**config.mk**
```make
export PLATFORM = sky130hd
export DESIGN_NAME = multicycle_controller
export DESIGN_NICKNAME = d
export VERILOG_FILES = /design/src/rtl/multicycle_controller.sv
export SDC_FILE = /design/constraint.sdc
export NUM_CORES = 1
export LEC_CHECK = 0
export ABC_AREA = 1
export BUFFER_PORTS_ARGS = -buffer_cell sky130_fd_sc_hd__buf_2
export CORE_ASPECT_RATIO = 0.6
export CORE_MARGIN = 3
export CORE_UTILIZATION = 45
export DETAILED_ROUTE_END_ITERATION = 10
export PLACE_DENSITY = 0.79
export SYNTH_ARGS = -nofsm -noshare
export SYNTH_HDL_FRONTEND = slang
export SYNTH_SLANG_ARGS = --single-unit
```
**constraint.sdc**
```tcl
create_clock -name clk -period 1.73 [get_ports clk]
set_clock_uncertainty 0.05 [all_clocks]
set_input_delay 0.346 -clock clk [delete_from_list [all_inputs] [get_ports clk]]
set_output_delay 0.346 -clock clk [all_outputs]
set_load 0.02 [all_outputs]
```
**src/rtl/multicycle_controller.sv**
```systemverilog
// Multicycle MIPS-style control unit: Moore FSM sequencing fetch, decode,
// execute, memory and write-back, plus a retired-instruction counter.
module multicycle_controller (
  input  logic        clk,
  input  logic        rst,
  input  logic [5:0]  opcode,
  input  logic        zero,
  input  logic        mem_ready,
  output logic        mem_req,
  output logic        mem_we,
  output logic        iord,
  output logic        ir_write,
  output logic        pc_write,
  output logic        reg_write,
  output logic [1:0]  pc_src,
  output logic        alu_src_a,
  output logic [1:0]  alu_src_b,
  output logic [2:0]  alu_op,
  output logic [1:0]  reg_dst,
  output logic [1:0]  mem_to_reg,
  output logic        ext_zero,
  output logic        instr_done,
  output logic        trap,
  output logic [3:0]  state,
  output logic [31:0] instr_count
);

  localparam int unsigned STATE_W = 4;
  localparam int unsigned CNT_W   = 32;

  localparam logic [STATE_W-1:0] S_IDLE     = 4'd0;
  localparam logic [STATE_W-1:0] S_FETCH    = 4'd1;
  localparam logic [STATE_W-1:0] S_DECODE   = 4'd2;
  localparam logic [STATE_W-1:0] S_MEM_ADDR = 4'd3;
  localparam logic [STATE_W-1:0] S_MEM_RD   = 4'd4;
  localparam logic [STATE_W-1:0] S_MEM_WB   = 4'd5;
  localparam logic [STATE_W-1:0] S_MEM_WR   = 4'd6;
  localparam logic [STATE_W-1:0] S_EXEC_R   = 4'd7;
  localparam logic [STATE_W-1:0] S_R_WB     = 4'd8;
  localparam logic [STATE_W-1:0] S_EXEC_I   = 4'd9;
  localparam logic [STATE_W-1:0] S_I_WB     = 4'd10;
  localparam logic [STATE_W-1:0] S_BRANCH   = 4'd11;
  localparam logic [STATE_W-1:0] S_JUMP     = 4'd12;
  localparam logic [STATE_W-1:0] S_JAL      = 4'd13;
  localparam logic [STATE_W-1:0] S_TRAP     = 4'd14;

  localparam logic [5:0] OP_RTYPE = 6'b000000;
  localparam logic [5:0] OP_J     = 6'b000010;
  localparam logic [5:0] OP_JAL   = 6'b000011;
  localparam logic [5:0] OP_BEQ   = 6'b000100;
  localparam logic [5:0] OP_BNE   = 6'b000101;
  localparam logic [5:0] OP_ADDI  = 6'b001000;
  localparam logic [5:0] OP_ANDI  = 6'b001100;
  localparam logic [5:0] OP_ORI   = 6'b001101;
  localparam logic [5:0] OP_XORI  = 6'b001110;
  localparam logic [5:0] OP_LUI   = 6'b001111;
  localparam logic [5:0] OP_LW    = 6'b100011;
  localparam logic [5:0] OP_SW    = 6'b101011;

  localparam logic [2:0] ALU_ADD   = 3'b000;
  localparam logic [2:0] ALU_SUB   = 3'b001;
  localparam logic [2:0] ALU_FUNCT = 3'b010;
  localparam logic [2:0] ALU_AND   = 3'b011;
  localparam logic [2:0] ALU_OR    = 3'b100;
  localparam logic [2:0] ALU_XOR   = 3'b101;
  localparam logic [2:0] ALU_LUI   = 3'b110;

  logic [STATE_W-1:0] state_q, state_d;
  logic [CNT_W-1:0]   instr_count_q, instr_count_d;
  logic               i_logical;
  logic [2:0]         i_alu_op;

  // Immediate-class decode shared by EXEC_I and I_WB.
  always_comb begin
    i_logical = 1'b0;
    i_alu_op  = ALU_ADD;
    case (opcode)
      OP_ANDI: begin i_alu_op = ALU_AND; i_logical = 1'b1; end
      OP_ORI:  begin i_alu_op = ALU_OR;  i_logical = 1'b1; end
      OP_XORI: begin i_alu_op = ALU_XOR; i_logical = 1'b1; end
      OP_LUI:  i_alu_op = ALU_LUI;
      default: i_alu_op = ALU_ADD;
    endcase
  end

  always_ff @(posedge clk or posedge rst) begin
    if (rst) begin
      state_q       <= S_IDLE;
      instr_count_q <= '0;
    end else begin
      state_q       <= state_d;
      instr_count_q <= instr_count_d;
    end
  end

  // Next-state and Moore outputs; mem_ready only matters in memory-wait states.
  always_comb begin
    state_d    = state_q;
    mem_req    = 1'b0;
    mem_we     = 1'b0;
    iord       = 1'b0;
    ir_write   = 1'b0;
    pc_write   = 1'b0;
    reg_write  = 1'b0;
    pc_src     = 2'b00;
    alu_src_a  = 1'b0;
    alu_src_b  = 2'b00;
    alu_op     = ALU_ADD;
    reg_dst    = 2'b00;
    mem_to_reg = 2'b00;
    ext_zero   = 1'b0;
    instr_done = 1'b0;
    trap       = 1'b0;

    case (state_q)
      S_IDLE: state_d = S_FETCH;

      S_FETCH: begin
        mem_req   = 1'b1;
        alu_src_b = 2'b01;
        ir_write  = mem_ready;
        pc_write  = mem_ready;
        if (mem_ready) state_d = S_DECODE;
      end

      S_DECODE: begin
        alu_src_b = 2'b11;
        case (opcode)
          OP_LW, OP_SW:                           state_d = S_MEM_ADDR;
          OP_RTYPE:                               state_d = S_EXEC_R;
          OP_BEQ, OP_BNE:                         state_d = S_BRANCH;
          OP_ADDI, OP_ANDI, OP_ORI, OP_XORI, OP_LUI: state_d = S_EXEC_I;
          OP_J:                                   state_d = S_JUMP;
          OP_JAL:                                 state_d = S_JAL;
          default:                                state_d = S_TRAP;
        endcase
      end

      S_MEM_ADDR: begin
        alu_src_a = 1'b1;
        alu_src_b = 2'b10;
        state_d   = (opcode == OP_LW) ? S_MEM_RD : S_MEM_WR;
      end

      S_MEM_RD: begin
        mem_req = 1'b1;
        iord    = 1'b1;
        if (mem_ready) state_d = S_MEM_WB;
      end

      S_MEM_WB: begin
        reg_write  = 1'b1;
        mem_to_reg = 2'b01;
        instr_done = 1'b1;
        state_d    = S_FETCH;
      end

      S_MEM_WR: begin
        mem_req    = 1'b1;
        mem_we     = 1'b1;
        iord       = 1'b1;
        instr_done = mem_ready;
        if (mem_ready) state_d = S_FETCH;
      end

      S_EXEC_R: begin
        alu_src_a = 1'b1;
        alu_op    = ALU_FUNCT;
        state_d   = S_R_WB;
      end

      S_R_WB: begin
        reg_write  = 1'b1;
        reg_dst    = 2'b01;
        instr_done = 1'b1;
        state_d    = S_FETCH;
      end

      S_EXEC_I: begin
        alu_src_a = 1'b1;
        alu_src_b = 2'b10;
        alu_op    = i_alu_op;
        ext_zero  = i_logical;
        state_d   = S_I_WB;
      end

      S_I_WB: begin
        reg_write  = 1'b1;
        ext_zero   = i_logical;
        instr_done = 1'b1;
        state_d    = S_FETCH;
      end

      S_BRANCH: begin
        alu_src_a  = 1'b1;
        alu_op     = ALU_SUB;
        pc_src     = 2'b01;
        pc_write   = (opcode == OP_BNE) ? ~zero : zero;
        instr_done = 1'b1;
        state_d    = S_FETCH;
      end

      S_JUMP: begin
        pc_src     = 2'b10;
        pc_write   = 1'b1;
        instr_done = 1'b1;
        state_d    = S_FETCH;
      end

      S_JAL: begin
        pc_src     = 2'b10;
        pc_write   = 1'b1;
        reg_write  = 1'b1;
        reg_dst    = 2'b10;
        mem_to_reg = 2'b10;
        instr_done = 1'b1;
        state_d    = S_FETCH;
      end

      // Illegal opcode: park here until reset.
      S_TRAP: trap = 1'b1;

      default: state_d = S_IDLE;
    endcase
  end

  assign instr_count_d = instr_done ? instr_count_q + CNT_W'(1) : instr_count_q;

  assign state       = state_q;
  assign instr_count = instr_count_q;

endmodule

```
==> results of run 1 <==
[state kept, by name (all words and copies together), names as in the netlist]
name	cells
instr_count	32
state	4
[cell usage in the layout, fill, tap and decap left out, drive strengths merged, types with 2 or more instances in the layout]
master  instances
dfrtp          36
a21oi           2
inv            54
nor2           62
buf           115
nand4           5
o21ai          25
nand3          27
xnor2           4
nor3           19
clkbuf         10
xor2           11
o22ai           2
nand2         159
o31ai           2
[kinds of logic (layout without fill, tap and decap cells)]
family / count (synthesis) / in the layout
AND/OR/NAND/NOR: 275 / 275
XOR/XNOR: 15 / 15
buffers and inverters: 64 / 180
AO/OA/AOI/OAI: 34 / 34
flip-flops: 36 / 36
adder cells (fa/ha/maj): 1 / 1
[routing by layer]
| layer | vias up | global-route usage [%] | share of wire, % |
|---|---|---|---|
| met5 | - | 0 | 0 |
| met4 | 0 | 6.14 | 4.2 |
| met2 | 221 | 37.6 | 41 |
| met1 | 1501 | 37.8 | 41 |
| met3 | 50 | 8.10 | 14 |
| li1 | 1568 | - | - |
[what timing repair did]
| action | in CTS | in global routing |
|---|---|---|
| gates cloned | 0 | 2 |
| resized for setup | 42 | 39 |
| pin swaps | 4 | 8 |
| endpoints found under the setup margin | 20 | 53 |
| setup buffers | 11 | 9 |
[path summary, 6_finish.rpt]
kind	to	cells after the start
max	ext_zero	6
min	instr_count[4]$_DFFE_PP0P_	3
max reg2reg	instr_count[12]$_DFFE_PP0P_	12
min reg2reg	instr_count[31]$_DFFE_PP0P_	2
max in group asynchronous	state[1]$_DFFE_PP0P_	3
min in group clk	state[0]$_DFFE_PP0P_	6
[where the power goes]
part           switching (W)  total (W)  internal (W)  leakage [nW]
clock network       0.000319   0.000645      0.000325        0.0455
logic                0.00215    0.00380       0.00166          1.40
registers           0.000238    0.00123      0.000994         0.462
total                0.00270    0.00568       0.00298          1.91
[per-stage QoR]
step	TNS, ns	utilization (%)	hold slack (ns)
finish	-7.01	67.9	0.0935
global route	-10.14	67.9	0.141
CTS	-2.43	63.5	0.118
detailed placement	-0.0421	58.1	0.436
global placement	-0.0141	58.1	0.421
floorplan	0	-	0.463
[final cells by class]
type / instances / area (um2) / share of cell area [%]
timing repair buffer: 117 / 910 / 23.5
inverter: 55 / 226 / 5.85
sequential: 36 / 906 / 23.4
tap: 80 / 100 / 2.58
multi-input combinational: 325 / 1640 / 42.4
clock buffer: 8 / 90.1 / 2.33
[worst max-delay path: stages, from the launching register on]
cell	delay, ns
dfrtp_2	0.50
inv_4	0.09
nand2_1	0.10
buf_4	0.14
nand3_2	0.11
nor4_4	0.21
buf_4	0.20
==> reports/metrics.cfg, run 1 <==
[global_routing]
antenna_found_initial=0
grt-ovfl-total=0
grt_pass1_vias=2866
grt_pass1_wl_mm=14.2
grt_usage_pct=26.1
grt_max_degree=37

[finish]
instances_no_fill=621
final.fill_count=472
num-nets-final=551
syn_to_final_growth_pct=42.5
stdcell_area_um2=3870
drive_gt1_share_pct=32.3
n_antenna_cell=0

[yosys]
ys_top_cells_by_area=dfrtp_1 33%, nand2_1 21%, nor2_1 7.6%
synth-xor-area-share_pct=5.11
async_reset_ff_share_pct=100
synth_fa_ha_area_share_pct=0.460
synthFlopType=dfrtp_1
synth_area_um2=2720
synthMuxAreaShare_pct=0
synth_top_family_by_area=simple AND/OR/NAND/NOR gates
yosysWarnings=0
yosys.area.top_type=dfrtp_1
synth_compound_area_share_pct=7.04
synth-simple-area-share_pct=44.0
syn-instance-count=425
synth_common_cells=153 x nand2_1, 55 x nor2_1, 48 x inv_1
synth_seq_cells=36
syn_avg_cell_area_um2=6.39
synth_edf_count=0
ys_seq_area_share_pct=33.1
synth.distinct_cells=35
synthesis.nets=436
yosysTopAreaCellShare_pct=33.1
synth_most_common_cell=nand2_1

[placed_design]
globalplace.congestion=0.954
io_buffers=66
dpl_cell_area_um2=3310
dp_worst_setup_slack_ns=-0.0421
placedCellCount=591
dp_hpwl_mm=6.80

[power_and_ir_drop]
power_density_nw_per_um2=1470
power_w=0.00568
irDropWorstVdd_uv=653
p_leak_nw=1.91

[flow_run]
maxCapViolations=0

[sta]
setup_viol=50
fin_crit_ns=2.04
rsz0062_at_grt=true
hold_viol=0
max_clock_freq_ghz=0.491
min_period_over_period_pct=118
slew_headroom_pct=67.2
maxSlewViolCount=0
worst_slew_pin_slew_ns=0.492
layout_setup_ws_ns=-0.307

[worst_setup_path]
cp.arrival_ns=1.64
crit_start=state[1]$_DFFE_PP0P_
crit_path_max_fanout=6
cp.required_ns=1.33
worst_setup_path_end_kind=primary output
rr_startpoint=state[2]$_DFFE_PP0P_
ff2ff_setup_slack_ns=-0.21
worstSetupPathType=reg -> out
start_kind=flip-flop

[cts]
clockRootBuffer=clkbuf_8
numClockSinks=36
worstSkewPairLatency_ns=0.30
holdBufCountCts=0
path_clk_slew_ns=0.08
htree_levels=2
cts_tree=done
cts_buffers=5
cts_buffer_depth=2

[die]
die_h_um=66.2
design.die.area_um2=7040
die_x_um=106
initial_core_util_pct=47.7
core_area_um2=5700
fp-row-count=21
pin_count=67

[routing]
firstDrtPassIters=7
ant_nets=0
drc=0
totalWireLength_mm=10.1
wl_per_cell_um=16.3
first_iter_violations=482
vias=3340
vias_per_cell=5.38

[outcome]
outcome=finished, violations left
violations=negative setup slack

[hold_path]
worstHoldPathType=in -> async

No activity file was read; power rests on OpenSTA's default activity.
==> run 2: changes to the inputs <==
--- a/config.mk
+++ b/config.mk
@@ -7,11 +7,13 @@
 export LEC_CHECK = 0
 export ABC_AREA = 1
 export BUFFER_PORTS_ARGS = -buffer_cell sky130_fd_sc_hd__buf_2
+export CAP_MARGIN = 20
 export CORE_ASPECT_RATIO = 0.6
 export CORE_MARGIN = 3
 export CORE_UTILIZATION = 45
 export DETAILED_ROUTE_END_ITERATION = 10
 export PLACE_DENSITY = 0.79
+export SETUP_SLACK_MARGIN = 0.3
 export SYNTH_ARGS = -nofsm -noshare
 export SYNTH_HDL_FRONTEND = slang
 export SYNTH_SLANG_ARGS = --single-unit
==> reports/metrics.cfg, run 2 (same netlist as run 1, synthesis figures left out) <==
[placed_design]
io_buffers=66  ; unchanged
dpl_cell_area_um2=3400  ; +2.7%
dp_worst_setup_slack_ns=-0.0694  ; -0.0273 ns
globalplace.congestion=0.967  ; +1.4%
dp_hpwl_mm=6.78  ; -0.35%

[worst_setup_path]
cp.arrival_ns=1.65  ; about the same
worst_path_max_delay_cell=dfrtp_2
cp_top_family=simple AND/OR/NAND/NOR gates
cp.required_ns=1.33  ; about the same
start_kind=flip-flop
crit_path_max_fanout=4  ; -2
worst-path-buf-inv=4  ; +1
worstSetupPathType=reg -> out
crit_chain=inv_2, buf_6, nor2_4, inv_4, nor2_4, nand2_2, nand3_4, buf_6
worst_setup_path_end_kind=primary output
critPathMaxStageDelay_ns=0.42  ; -0.08 ns

[die]
pin_count=67  ; unchanged
fp-row-count=21  ; unchanged
die_x_um=106  ; unchanged
design.die.area_um2=7040  ; unchanged
die_h_um=66.2  ; unchanged
core_area_um2=5700  ; unchanged
initial_core_util_pct=47.7  ; unchanged

[routing]
first_iter_violations=554  ; +15%
totalWireLength_mm=11.8  ; +17%
firstDrtPassIters=10  ; +3
ant_nets=0  ; unchanged
drc=0  ; unchanged
vias=3642  ; +9.0%
wl_per_cell_um=18.5  ; +14%
vias_per_cell=5.72  ; +6.3%

[sta]
min_period_over_period_pct=118  ; +0.26 points
layout_setup_ws_ns=-0.312  ; -0.00444 ns
worst_slew_pin_slew_ns=0.498  ; +0.00545 ns
max_clock_freq_ghz=0.490  ; -0.22%
fin_crit_ns=2.04  ; +0.00444 ns
maxSlewViolCount=0  ; unchanged
slew_headroom_pct=66.8  ; -0.36 points
hold_viol=0  ; unchanged
tns_ns=-10.71  ; -3.70 ns
rsz0062_at_grt=true
setup_viol=56  ; +12%

[finish]
num-nets-final=567  ; +2.9%
drive_gt1_share_pct=42.4  ; +10 points
final_common_cell=nand2_1
syn_to_final_growth_pct=60.5
largest_register_ffs=32  ; unchanged
n_antenna_cell=0  ; unchanged
mostFrequentLayoutCells=129 x nand2_1, 46 x buf_4, 42 x nor2_1, 42 x buf_2, 41 x inv_1
stdcell_area_um2=4360  ; +13%

[cts]
worstSkewPairLatency_ns=0.31  ; about the same
cts_tree=done
holdBufCountCts=0  ; unchanged
htree_levels=2  ; unchanged
cts_buffers=5  ; unchanged
numClockSinks=36  ; unchanged
clockRootBuffer=clkbuf_8
cts_buffer_depth=2  ; unchanged
path_clk_slew_ns=0.08  ; about the same

[flow_run]
maxCapViolations=0  ; unchanged

[outcome]
violations=negative setup slack
outcome=finished, violations left

[global_routing]
antenna_found_initial=0  ; unchanged
grt-ovfl-total=0  ; unchanged
grt_pass1_vias=3054  ; +6.6%
grt_pass1_wl_mm=15.6  ; +10%
grt_usage_pct=28.8  ; +2.7 points
grt_max_degree=37  ; unchanged

[hold_path]
worstHoldPathType=in -> async

[power_and_ir_drop]
irDropWorstVdd_uv=856  ; +31%
p_leak_nw=2.14  ; +12%
power_w=0.00697  ; +23%
power_density_nw_per_um2=1600  ; +9.0%

run 2: cell count changes in the layout (fill, tap and decap cells not counted), sizes merged:
| cell | before | now |
|---|---|---|
| inv | 54 | 55 |
| buf | 115 | 131 |
| clkbuf | 10 | 9 |
run 2: per-layer routing:
| metal | up-vias | wire length, um | track usage, % |
|---|---|---|---|
| met3 | 64 | 1730 | 10.6 |
| met2 | 298 | 5070 | 42.2 |
| met4 | 0 | 418 | 6.79 |
| met1 | 1682 | 4590 | 40.2 |
| li1 | 1598 | - | - |
| met5 | - | 0 | 0 |
run 2: power by group:
part,internal (W),switching [W],total (W)
clock network,0.000283,0.000334,0.000617
logic,0.00239,0.00272,0.00511
registers,0.000998,0.000249,0.00125
total,0.00367,0.00330,0.00697
run 2: layout make-up:
class                      count  area [um2]
multi-input combinational    325        1860
fill                         367        1340
timing repair buffer         133        1190
sequential                    36         910
inverter                      55         224
tap                           80         100
clock buffer                   7        76.3
clock inverter                 1        5.00
run 2: worst paths after layout:
check	from	endpoint	slack, ns	cells past startpoint
max	state[2]$_DFFE_PP0P_	instr_done	-0.31	8
min	rst	instr_count[1]$_DFFE_PP0P_	0.09	3
max reg2reg	state[2]$_DFFE_PP0P_	instr_count[13]$_DFFE_PP0P_	-0.31	12
min reg2reg	instr_count[1]$_DFFE_PP0P_	instr_count[1]$_DFFE_PP0P_	0.48	2
max in group asynchronous	rst	state[1]$_DFFE_PP0P_	1.15	3
min in group clk	opcode[5]	state[1]$_DFFE_PP0P_	0.44	6
run 2: tightest hold or removal path, cell delays in order:
cell and delay (ns):
buf_2 0.09, inv_1 0.04, buf_4 0.41
run 2: metrics by stage:
step,hold WS [ns],cells,utilization [%]
5_1_grt,0.134,637,76.5
4_1_cts,0.120,620,69.1
2_1_floorplan,0.463,425,-
3_3_place_gp,0.430,591,59.7
3_5_place_dp,0.436,591,59.7
6_report,0.0906,637,76.5
run 2: timing repair:
| action | CTS | global route |
|---|---|---|
| endpoints found under the setup margin | 57 | 63 |
| cloned | 2 | 2 |
| resized for setup | 69 | 80 |
| setup buffers | 19 | 15 |
| pin swaps | 11 | 22 |
==> run 3: changes to the inputs <==
--- a/config.mk
+++ b/config.mk
@@ -5,14 +5,14 @@
 export SDC_FILE = /design/constraint.sdc
 export NUM_CORES = 1
 export LEC_CHECK = 0
-export ABC_AREA = 1
+export ABC_AREA = 0
 export BUFFER_PORTS_ARGS = -buffer_cell sky130_fd_sc_hd__buf_2
 export CAP_MARGIN = 20
 export CORE_ASPECT_RATIO = 0.6
 export CORE_MARGIN = 3
 export CORE_UTILIZATION = 45
 export DETAILED_ROUTE_END_ITERATION = 10
-export PLACE_DENSITY = 0.79
+export PLACE_DENSITY = 0.81
 export SETUP_SLACK_MARGIN = 0.3
 export SYNTH_ARGS = -nofsm -noshare
 export SYNTH_HDL_FRONTEND = slang
==> reports/metrics.cfg, run 3 <==
[worst_setup_path]
worst-path-buf-inv=1  ; -3
worst_setup_path_end_kind=primary output
critPathMaxStageDelay_ns=0.46  ; +0.04 ns
cp.required_ns=1.33  ; about the same
ff2ff_setup_slack_ns=-0.43  ; -0.12 ns
crit_start=state[3]$_DFFE_PP0P_
crit_cells=5  ; -3
cp.arrival_ns=1.79  ; +0.14 ns
cp_top_family=simple AND/OR/NAND/NOR gates
crit_path_max_fanout=7  ; +3
r2r_end=instr_count[12]$_DFFE_PP0P_
crit_chain=nor2b_4, nand4_1, o31ai_1, and2_4, buf_6
crit_end=alu_op[1]
start_kind=flip-flop
reg2reg_depth=9  ; -3
rr_startpoint=state[3]$_DFFE_PP0P_
worstSetupPathType=reg -> out
worst_path_max_delay_cell=dfrtp_2

[yosys]
ys_seq_area_share_pct=40.5  ; +7.4 points
synth_most_common_cell=dfrtp_1
syn_avg_cell_area_um2=9.03  ; +41%
synth_seq_cells=36  ; unchanged
synth_area_um2=2220  ; -18%
syn-instance-count=246  ; -42%
synthesis.nets=257  ; -41%
yosysWarnings=0  ; unchanged
yosys.area.top_type=dfrtp_1
synth.distinct_cells=46  ; +31%
async_reset_ff_share_pct=100  ; unchanged
synth_common_cells=36 x dfrtp_1, 31 x xnor2_1, 21 x nor2_1
yosysTopAreaCellShare_pct=40.5  ; +7.4 points
ys_top_cells_by_area=dfrtp_1 41%, xnor2_1 12%, nand4_1 4.8%
synth_edf_count=0  ; unchanged
synthFlopType=dfrtp_1

[finish]
largest_register_ffs=32  ; unchanged
num-nets-final=413  ; -27%
final.fill_count=125  ; -66%
n_antenna_cell=0  ; unchanged
syn_to_final_growth_pct=96.2
multi_input_area_um2=1760  ; -5.5%
final_common_cell=buf_4
regArea_um2=913  ; +0.41%
fin_util_pct=93.6  ; +17 points
drive_gt1_share_pct=64.9  ; +23 points
mostFrequentLayoutCells=61 x buf_4, 58 x buf_6, 39 x buf_2

[die]
core_area_um2=4660  ; -18%
initial_core_util_pct=47.7  ; about the same
die_x_um=96.7  ; -9.0%
die_h_um=60.4  ; -8.7%
design.die.area_um2=5840  ; -17%
fp-row-count=19  ; -9.5%
pin_count=67  ; unchanged

[placed_design]
dp_worst_setup_slack_ns=-0.0200  ; +0.0494 ns
io_buffers=66  ; unchanged
globalplace.congestion=0.880  ; -9.0%
dp_hpwl_mm=5.20  ; -23%

[sta]
hold_viol=0  ; unchanged
maxSlewViolCount=0  ; unchanged
rsz0062_at_grt=true
worst_slew_pin_slew_ns=0.466  ; -0.0315 ns
fin_crit_ns=2.18  ; +0.143 ns
slew_headroom_pct=68.7  ; +1.8 points
min_period_over_period_pct=126  ; +8.3 points
max_clock_freq_ghz=0.458  ; -6.5%
layout_setup_ws_ns=-0.454  ; -0.143 ns
setup_viol=56  ; unchanged

[routing]
totalWireLength_mm=13.7  ; +16%
vias_per_cell=6.77  ; +18%
wl_per_cell_um=29.5  ; +59%
firstDrtPassIters=5  ; -5
vias=3146  ; -14%
drc=0  ; unchanged
ant_nets=0  ; unchanged
first_iter_violations=363  ; -34%

[global_routing]
grt_usage_pct=34.9  ; +6.2 points
antenna_found_initial=0  ; unchanged
met3_usage_pct=10.7  ; +0.043 points
grt_pass1_vias=2678  ; -12%
met1_usage_pct=46.0  ; +5.8 points
grtUsageMet2_pct=54.4  ; +12 points
grt_pass1_wl_mm=15.5  ; -0.53%
top_usage_layer=met2
grt-ovfl-total=0  ; unchanged
grt_max_degree=37  ; unchanged

[cts]
cts_tree=done
cts_buffers=5  ; unchanged
worstSkewPairLatency_ns=0.30  ; about the same
clockRootBuffer=clkbuf_8
holdBufCountCts=0  ; unchanged
htree_levels=2  ; unchanged
path_clk_slew_ns=0.08  ; about the same
cts_buffer_depth=2  ; unchanged
numClockSinks=36  ; unchanged

[outcome]
violations=negative setup slack
outcome=finished, violations left

[power_and_ir_drop]
p_leak_nw=2.01  ; -6.3%
irDropWorstVdd_uv=1060  ; +23%
power_density_nw_per_um2=1470  ; -8.0%

[hold_path]
worstHoldPathType=in -> async

[flow_run]
maxCapViolations=0  ; unchanged

-- run 3: cell count changes after synthesis, sizes merged, moves of 5 or more --
cell,delta
and3,+6
nor3,-13
nand3,-7
xor2,-10
nand4,+12
inv,-51
clkbuf,+10
a21oi,+6
xnor2,+27
nand2b,+5
nor2,-41
nand2,-141
nor2b,+7
o21ai,-18
-- run 3: layer usage --
metal,wire length (um),vias to the layer above
met5,0,-
met4,1150,0
met3,1960,111
met2,5840,377
met1,4760,1474
li1,-,1184
-- run 3: stage by stage --
step	cell area, um2	hold WS, ns	instances	total power, W	setup TNS, ns
after floorplan	2530	0.462	246	0.00276	-1.05
after global placement	3210	0.418	412	0.00346	0
after detailed placement	3210	0.416	412	0.00353	-0.0942
after CTS	3940	0.111	449	0.00513	-3.23
after global routing	4360	0.170	465	0.00655	-16.24
final	4360	0.144	465	0.00641	-14.54
-- run 3: worst register-to-register path, stage by stage, from the launching register on --
cell and delay (ns):
dfrtp_2 0.48, buf_4 0.17, nor2b_4 0.18, a31oi_4 0.12, buf_4 0.16, o22ai_4 0.28
buf_6 0.17, buf_16 0.11, nand4_1 0.13, xnor2_1 0.23
-- run 3: logic make-up after synthesis --
group / synth area share (%)
simple gates: 27.8
mux: 1.46
compound gates: 11.8
fa+ha+maj: 0.563
buf+inv: 5.24
flops: 40.5
xor+xnor: 12.6
-- run 3: repair_timing --
| action | in CTS | in global routing |
|---|---|---|
| pin swaps | 31 | 22 |
| buffers inserted | 27 | 16 |
| resized for setup | 91 | 66 |
| gates cloned | 3 | 0 |
| setup endpoints to repair | 59 | 65 |
-- run 3: how the worst min path moves through the flow --
stage,from,to,slack (ns),cells past startpoint
global placement,rst,instr_count[18]$_DFFE_PP0P_,0.42,3
CTS,rst,instr_count[6]$_DFFE_PP0P_,0.11,3
floorplan,rst,instr_count[14]$_DFFE_PP0P_,0.46,1
finish,rst,instr_count[18]$_DFFE_PP0P_,0.14,3
detailed placement,rst,instr_count[3]$_DFFE_PP0P_,0.42,3
global route,rst,instr_count[3]$_DFFE_PP0P_,0.17,3
-- run 3: power breakdown --
group	switching [W]	internal (W)	total, W
Sequential	0.000228	0.000965	0.00119
Clock	0.000316	0.000355	0.000671
Combinational	0.00237	0.00218	0.00455
Total	0.00291	0.00350	0.00641
-- run 3: final cells by class --
cell class / instances / share of cell area [%]
flip-flops and latches: 36 / 20.9
multi-input cells: 188 / 40.3
inverters: 4 / 0.459
well taps: 63 / 1.81
repair buffers: 167 / 34.3
clock buffers: 7 / 2.21
